**src/rtl/bf_data_mem_arbiter.sv**
```systemverilog
// Single-port data RAM arbiter: BF core ops (read/write/inc/dec as RMW) vs. host port, host starvation bounded by an aging counter.
// Optional whole-RAM zero-fill with clear_start/clear_done when BF_MEM_CLEAR_EN is defined.
module bf_data_mem_arbiter #(
  parameter int ADDR_W        = 15,
  parameter int DATA_W        = 8,
  parameter int HOST_MAX_WAIT = 4
) (
  input  logic              clk,
  input  logic              reset,
`ifdef BF_MEM_CLEAR_EN
  input  logic              clear_start,
  output logic              clear_done,
`endif
  input  logic              core_req,
  input  logic [1:0]        core_op,
  input  logic [ADDR_W-1:0] core_addr,
  input  logic [DATA_W-1:0] core_wdata,
  output logic              core_gnt,
  output logic              core_done,
  output logic [DATA_W-1:0] core_rdata,
  input  logic              host_req,
  input  logic              host_we,
  input  logic [ADDR_W-1:0] host_addr,
  input  logic [DATA_W-1:0] host_wdata,
  output logic              host_gnt,
  output logic              host_done,
  output logic [DATA_W-1:0] host_rdata,
  output logic              ram_en,
  output logic              ram_we,
  output logic [ADDR_W-1:0] ram_addr,
  output logic [DATA_W-1:0] ram_wdata,
  input  logic [DATA_W-1:0] ram_rdata,
  output logic              busy
);

  localparam logic [1:0] OP_RD  = 2'b00;
  localparam logic [1:0] OP_WR  = 2'b01;
  localparam logic [1:0] OP_INC = 2'b10;

  localparam int WAIT_W = $clog2(HOST_MAX_WAIT + 1);
  localparam logic [WAIT_W-1:0] WAIT_MAX = WAIT_W'(HOST_MAX_WAIT);

  typedef enum logic [2:0] {
    S_IDLE,
    S_RD,
    S_WB,
    S_RESP
`ifdef BF_MEM_CLEAR_EN
    ,
    S_CLEAR
`endif
  } state_t;

  state_t              state, nxt;
  logic [1:0]          op_q;
  logic [ADDR_W-1:0]   addr_q;
  logic [DATA_W-1:0]   hold_q;
  logic                own_host_q;
  logic [WAIT_W-1:0]   wait_q;

  logic                host_win;
  logic [1:0]          sel_op;
  logic [ADDR_W-1:0]   sel_addr;
  logic [DATA_W-1:0]   sel_wdata;
  logic                clr_go;
  logic                resp_clr;

`ifdef BF_MEM_CLEAR_EN
  logic [ADDR_W-1:0]   clr_cnt_q;
  logic                own_clr_q;
  assign clr_go   = clear_start;
  assign resp_clr = own_clr_q;
`else
  assign clr_go   = 1'b0;
  assign resp_clr = 1'b0;
`endif

  // Core has priority unless the host has lost HOST_MAX_WAIT arbitrations in a row.
  always_comb begin
    host_win  = host_req && (!core_req || (wait_q == WAIT_MAX));
    sel_op    = host_win ? {1'b0, host_we} : core_op;
    sel_addr  = host_win ? host_addr : core_addr;
    sel_wdata = host_win ? host_wdata : core_wdata;
  end

  always_comb begin
    nxt       = state;
    core_gnt  = 1'b0;
    host_gnt  = 1'b0;
    core_done = 1'b0;
    host_done = 1'b0;
    ram_en    = 1'b0;
    ram_we    = 1'b0;
    ram_addr  = '0;
    ram_wdata = '0;
    busy      = 1'b0;
`ifdef BF_MEM_CLEAR_EN
    clear_done = 1'b0;
`endif
    if (!reset) begin
      case (state)
        S_IDLE: begin
          if (clr_go) begin
`ifdef BF_MEM_CLEAR_EN
            nxt = S_CLEAR;
`endif
          end else if (core_req || host_req) begin
            host_gnt  = host_win;
            core_gnt  = !host_win;
            ram_en    = 1'b1;
            ram_we    = (sel_op == OP_WR);
            ram_addr  = sel_addr;
            ram_wdata = (sel_op == OP_WR) ? sel_wdata : '0;
            nxt       = (sel_op == OP_WR) ? S_RESP : S_RD;
          end
        end
        S_RD: begin
          busy = 1'b1;
          nxt  = (op_q == OP_RD) ? S_RESP : S_WB;
        end
        S_WB: begin
          busy      = 1'b1;
          ram_en    = 1'b1;
          ram_we    = 1'b1;
          ram_addr  = addr_q;
          ram_wdata = hold_q;
          nxt       = S_RESP;
        end
        S_RESP: begin
          busy      = 1'b1;
          core_done = !resp_clr && !own_host_q;
          host_done = !resp_clr && own_host_q;
`ifdef BF_MEM_CLEAR_EN
          clear_done = own_clr_q;
`endif
          nxt       = S_IDLE;
        end
`ifdef BF_MEM_CLEAR_EN
        S_CLEAR: begin
          busy     = 1'b1;
          ram_en   = 1'b1;
          ram_we   = 1'b1;
          ram_addr = clr_cnt_q;
          if (&clr_cnt_q) nxt = S_RESP;
        end
`endif
        default: nxt = S_IDLE;
      endcase
    end
  end

  always_ff @(posedge clk) begin
    if (reset) begin
      state      <= S_IDLE;
      op_q       <= '0;
      addr_q     <= '0;
      hold_q     <= '0;
      own_host_q <= 1'b0;
      wait_q     <= '0;
      core_rdata <= '0;
      host_rdata <= '0;
`ifdef BF_MEM_CLEAR_EN
      clr_cnt_q  <= '0;
      own_clr_q  <= 1'b0;
`endif
    end else begin
      state <= nxt;
      if (core_gnt || host_gnt) begin
        op_q       <= sel_op;
        addr_q     <= sel_addr;
        own_host_q <= host_gnt;
`ifdef BF_MEM_CLEAR_EN
        own_clr_q  <= 1'b0;
`endif
      end
      if (host_gnt) wait_q <= '0;
      else if (core_gnt && host_req && (wait_q != WAIT_MAX)) wait_q <= wait_q + 1'b1;

      if (state == S_RD) begin
        if (op_q == OP_RD) begin
          if (own_host_q) host_rdata <= ram_rdata;
          else            core_rdata <= ram_rdata;
        end else begin
          hold_q <= (op_q == OP_INC) ? ram_rdata + DATA_W'(1) : ram_rdata - DATA_W'(1);
        end
      end
      // Only the core issues inc/dec, so the written-back value is its response.
      if (state == S_WB) core_rdata <= hold_q;

`ifdef BF_MEM_CLEAR_EN
      if (state == S_IDLE && clr_go) begin
        clr_cnt_q <= '0;
        own_clr_q <= 1'b1;
      end
      if (state == S_CLEAR) clr_cnt_q <= clr_cnt_q + 1'b1;
`endif
    end
  end

endmodule

```
**config.mk**
```make
export PLATFORM = sky130hd
export DESIGN_NAME = bf_data_mem_arbiter
export DESIGN_NICKNAME = d
export VERILOG_FILES = /design/src/rtl/bf_data_mem_arbiter.sv
export SDC_FILE = /design/constraint.sdc
export NUM_CORES = 1
export LEC_CHECK = 0
export CORE_ASPECT_RATIO = 1.25
export CORE_UTILIZATION = 41
export DETAILED_ROUTE_END_ITERATION = 6
export PLACE_DENSITY = 0.81
export SLEW_MARGIN = 20
export SYNTH_ARGS = -nofsm -noshare
export SYNTH_HDL_FRONTEND = slang
export SYNTH_SLANG_ARGS = --single-unit
```
**constraint.sdc**
```tcl
create_clock -name clk -period 2 [get_ports clk]
set_input_delay 0.4 -clock clk [delete_from_list [all_inputs] [get_ports clk]]
set_output_delay 0.4 -clock clk [all_outputs]
set_load 0.005 [all_outputs]
```
# After elaboration in Yosys (flattened, before gate mapping)
# Cells that the tools add are included.
dict set report totals {
  register_bits 48
}
dict set report classes {
  n_addsub 3
  eq_ne 9
  muxes 37
  bitwise 1
  reduce_logical 18
}
# op n
set ops {}
lappend ops {{$mux 8} 9}
lappend ops {{$mux 15} 3}
lappend ops {{$pmux 15 s2} 1}
lappend ops {{$mux 1} 17}
lappend ops {{$pmux 8 s2} 1}
lappend ops {{$pmux 3 s3} 1}
lappend ops {{$add 8x1->8 const B} 1}
lappend ops {{$sub 8x1->8 const B} 1}
lappend ops {{$eq 3x2->1 const B} 2}
lappend ops {{$reduce_and 3->1} 2}
lappend ops {{$mux 2} 2}
lappend ops {{$pmux 1 s2} 2}
lappend ops {{$reduce_bool 2->1} 2}
lappend ops {{$add 3x1->3 const B} 1}
lappend ops {{$eq 3x1->1 const B} 1}
lappend ops {{$eq 3x3->1 const B} 1}
lappend ops {{$logic_and 1x1->1} 3}
lappend ops {{$logic_not 1->1} 3}
lappend ops {{$logic_not 3->1} 1}
lappend ops {{$logic_or 1x1->1} 3}
lappend ops {{$mux 3} 1}
lappend ops {{$ne 3x3->1 const B} 1}
lappend ops {{$reduce_or 3->1} 1}
lappend ops {{$eq 2x1->1 const B} 1}
lappend ops {{7 further kinds} 7}

# Longest topological paths before layout
dict set report logic_depth {
  ltp_word 9
  depth_mapped 9
  mapped_depth_nobuf 6
}

# Worst setup path before layout
# OpenSTA, ideal clock, no wires.
dict set report synth_path {
  path_kind {register to output}
  startpoint {register state[0]}
  endpoint {output ram_wdata[0]}
  t_arrival_ns 1.580
  t_required_ns 1.600
  slack_ns 0.020
  path_stages_with_launch 8
  n_path_buf 1
  cell_sequence {dfxtp_1 > inv_1 > ha_1 > buf_4 > o21ai_0 > a2111oi_4 > o21bai_2 > o21ai_1}
}
dict set report synth_between {
  elab_chain_cells 3
  elab_cells_between_ends 4
}
# item line_no
set synth_lines {}
lappend synth_lines {{start, declared} 54} ;# state_t state, nxt;
lappend synth_lines {{start signal, assigned} 167} ;# state <= nxt;
lappend synth_lines {{$eq 3x2->1 or $logic_not 3->1 (tied branches)} 101} ;# case (state)
lappend synth_lines {{$pmux 8 s2 *} 101}
lappend synth_lines {{$mux 8 *} 100} ;# if (!reset) begin
lappend synth_lines {{end, declared} 31} ;# output logic [DATA_W-1:0] ram_wdata,
# Mark *: on every way between the ends. The rest lies on a longest branch, timed or not.

# Final worst setup path
dict set report layout_path {
  startpoint {register wait_q[1]}
  endpoint {output ram_wdata[6]}
}
dict set report layout_between {
  elab_chain_cells 9
  elab_cells_between_ends 10
}
# item line_no
set layout_lines {}
lappend layout_lines {{start, declared} 59} ;# logic [WAIT_W-1:0] wait_q;
lappend layout_lines {{start signal, assigned} 177} ;# else if (core_gnt && host_req && (wait_q != WAIT_MAX)) wait_q <= wait_q + 1'b1;
lappend layout_lines {{$eq 3x3->1 *} 80} ;# host_win = host_req && (!core_req || (wait_q == WAIT_MAX));
lappend layout_lines {{$logic_or 1x1->1 *} 80}
lappend layout_lines {{$logic_and 1x1->1 *} 80}
lappend layout_lines {{$mux 2} 81} ;# sel_op = host_win ? {1'b0, host_we} : core_op;
lappend layout_lines {{$eq 2x1->1} 113} ;# ram_wdata = (sel_op == OP_WR) ? sel_wdata : '0;
lappend layout_lines {{$mux 8 *} 113}
lappend layout_lines {{$mux 8 *} 107} ;# end else if (core_req || host_req) begin
lappend layout_lines {{$pmux 8 s2 *} 101}
lappend layout_lines {{$mux 8 *} 100}
# Marks and branches as above.

==> results.md <==
* Max FO, Critical Path at 5
* Setup WS post-layout at -0.4941 ns
* FF+latch area at approximately 950 sq um
* First-pass GRT wire length at 16.97 mm
* Total iterations of the first detailed-routing run at 4
* Total number of clock tree sinks at 47
* Multi-input combinational cell area at around 2400 sq um
* H-tree depth at 2
* Internal power consumption at 2.769 mW
* Largest buffer count on any clock path at 2
* Outcome: finished with violations
* Antenna violations before repair at 0
* Minimum clock period after layout at around 2.5 ns
* Syn. warnings at 0
* Net Switching at approximately 1.8 mW
* Root buf cell: sky130_fd_sc_hd__clkbuf_8
* Hold Fails Final Rpt at 0
* Number of I/O port buffers at between 100 and 150
* P&R area growth vs syn at 79.54%
* Number of failing setup endpoints in the final timing report at 26
* Req. time, crit path at around 1.6 ns
* Critical path start-end classification: flip-flop to output port
* Number of global-route vias before repair at between 3,000 and 4,000
* Number of inserted diodes at 0
* Average routed wire per standard cell at about 17 um
* Placed Cells incl. Taps at around 600
* Post-synthesis cell type with the largest combined area: sky130_fd_sc_hd__dfxtp_1
* Worst setup timing slack at the placement stage at -0.9075 ns
* Unrepaired setup endpoints after global routing: yes
* Clock latency on the worst-skew pair at a little over 0.3 ns
* Crit path arrival time at roughly 2.1 ns
* Type of the tightest min-delay check: input pin to flip-flop
* Initial cell density of the core at 42.86%
* Clk pin slew, worst setup/hold paths at around 0.09 ns
* Area share of the largest cell type after synthesis at 31.09%
* Failing checks: negative setup slack
* Residual overflow from global routing at 0
* Hold buffer count at CTS at 0
* Post-synthesis sequential element count at 47
* Number of instances in the synthesized netlist at 385
* Commonest cells after routing, fill and taps aside: sky130_fd_sc_hd__clkdlybuf4s50_1, sky130_fd_sc_hd__buf_4, sky130_fd_sc_hd__nor2_1
* Post-layout nets at between 600 and 700
* Placement Rows at 34
* Routability Congestion at ~0.83
* Share of the yosys chip area belonging to registers at 31.09%
* Number of buffers added by the clock tree synthesis step at 5
* Element type at the critical path end: output port
* CTS tree: yes
* Post-route design area at roughly 5400 sq um
* Std-Cell Core Area at between 7000 and 8000 sq um
* Final critical-path share of the clock period at 124.7%
* Worst slew margin relative to its limit at about two thirds
* Max-slew violation count at 0
* Post-synthesis cell type count at between 40 and 50
* Max VDD drop at ~0.57 mV
* Synthesized area per cell at roughly 7.9 sq um
* Total via count after detailed routing at approximately 3,600
* Total standard cell area after synthesis at ~3000 sq um
* Portion of total power attributed to sequential cells at about 27%
* Worst Max-Slew Pin Slew at 0.5141 ns
* Residual DRC count at 0
* DIE HEIGHT at roughly 98 um
* Post-Place Cell Area at between 4000 and 5000 sq um
* Synthesized netlist net count at between 400 and 500
* Total wire length after detailed routing at around 11 mm
* Ratio of cells with drive above 1 in the final layout at between 30% and 40%
* Via count normalized by instance count at about 5.5
* Filler instances at between 500 and 600
* Pin count of the biggest net entering global routing at 38
* Overall track demand over capacity in global routing at between 20% and 30%
* Antenna-violating nets left at 0
* Setup Total Neg Slack at -10.12 ns
* Number of placed I/O pins at 107
* Maximum Capacitance Violations at 0
* Switching share of total power at between 30% and 40%
* Leakage Power at ~2.3 nW
* Number of DRC markers after the initial detailed-route iteration at 139
* Horizontal die dimension at a little under 80 um
* Synth top area cells: sky130_fd_sc_hd__dfxtp_1, sky130_fd_sc_hd__mux2i_1, sky130_fd_sc_hd__nor2_1, sky130_fd_sc_hd__a211oi_1, sky130_fd_sc_hd__ha_1
* Half-perimeter wire length after placement at about 6.5 mm
* Die area at around 7700 sq um
* Combinational share of power at about three fifths
* Maximum clock frequency at about 400 MHz
* Relative contribution of the clock network to total power at 14.0%
* Worst Skew at between 0.006 and 0.007 ns
* Category of the worst setup path launch point: flip-flop
* Non-filler instance count after layout at 662
* PwrDens at around 840 nW/um^2
* Fin util at 76.95%
-- synthesized netlist by cell type, drive strengths merged --
library cell and number:
nor2 62, dfxtp 47, o21ai 32, a21oi 27, a211oi 26, mux2i 26, nand2 26, and3 19
a21boi 16, buf 15, ha 13, clkbuf 11, inv 9, nor3 6, o21a 6, nand3 5
nor2b 4, nor4b 4, xnor2 4, a21o 3, nand2b 3, a211o 2, a31oi 2, and4 2
nand3b 2, a2111oi 1, a21bo 1, a22o 1, and2 1, fa 1, nor3b 1, o2111ai 1
o211ai 1, o21bai 1, o31ai 1, or3 1, or3b 1, xor2 1
-- flip-flops by register name (all words and copies together), names as in the netlist --
| signal | cells |
|---|---|
| addr_q | 15 |
| core_rdata | 8 |
| hold_q | 8 |
| host_rdata | 8 |
| op_q | 2 |
| own_host_q | 1 |
| state | 2 |
| wait_q | 3 |
-- power by group through the flow --
stage                     sequential [mW]  clock (mW)  combinational [mW]
final                                1.23       0.636                2.69
after global routing                 1.25       0.697                2.90
after CTS                            1.22       0.646                2.47
after detailed placement             1.23           0                2.18
after global placement               1.23           0                2.13
after floorplan                      1.24           0                1.20
-- timing repair --
item,4_1_cts,5_1_grt
endpoints found under the setup margin,28,40
resized for setup,217,52
setup buffers,40,7
gates cloned,3,1
pin swaps,52,24
-- area by class of cell --
| cell class | instances | area share [%] |
|---|---|---|
| clock buffers | 6 | 1.520 |
| multi-input cells | 304 | 43.82 |
| well taps | 90 | 2.072 |
| flip-flops and latches | 47 | 17.41 |
| clock inverters | 2 | 0.2993 |
| repair buffers | 204 | 34.26 |
| inverters | 9 | 0.6217 |
-- worst max-delay path, cell delays in order (launching register included) --
cell and delay, ns:
sky130_fd_sc_hd__dfxtp_2 0.35, sky130_fd_sc_hd__inv_2 0.05, sky130_fd_sc_hd__ha_4 0.17, sky130_fd_sc_hd__a21bo_4 0.24, sky130_fd_sc_hd__a2111oi_4 0.41, sky130_fd_sc_hd__o21bai_4 0.16, sky130_fd_sc_hd__buf_6 0.15, sky130_fd_sc_hd__o21ai_4 0.12
sky130_fd_sc_hd__buf_2 0.13
-- per-layer routing --
layer / GRT usage (%) / part of all wire (%) / vias to the layer above / routed length [um]
met5: 0 / 0 / - / 0
met4: 10.49 / 2.6 / 0 / 287
met3: 5.234 / 5.0 / 24 / 552
met2: 51.71 / 53 / 139 / 5804
met1: 29.50 / 39 / 1711 / 4301
li1: - / - / 1757 / -
-- metrics by stage --
step	total power [mW]	hold WS (ns)
after global routing	4.843	0.4461
after CTS	4.330	0.4208
after global placement	3.353	0.4654
final	4.553	0.4447
after detailed placement	3.407	0.4655
after floorplan	2.437	0.4447
-- worst paths after layout --
kind	slack, ns	from	endpoint	cells past startpoint
setup / recovery	-0.49	wait_q[1]$_SDFFE_PP0P_	ram_wdata[6]	8
hold / removal	0.44	reset	own_host_q$_SDFFE_PP0P_	3
setup reg to reg	0.06	wait_q[1]$_SDFFE_PP0P_	addr_q[11]$_SDFFE_PP0P_	12
hold reg to reg	0.49	hold_q[3]$_SDFFE_PP0P_	hold_q[3]$_SDFFE_PP0P_	2
-- cell families (layout without fill, tap and decap cells) --
kind of cell,Yosys count,in the layout,synth area share [%]
xor+xnor,5,5,1.447
fa+ha+maj,14,14,6.036
simple gates,137,138,21.62
buf+inv,35,221,4.919
compound gates,121,121,26.29
flops,47,47,31.09
mux,26,26,8.599
Note: power is estimated with default switching activity, not from simulation.
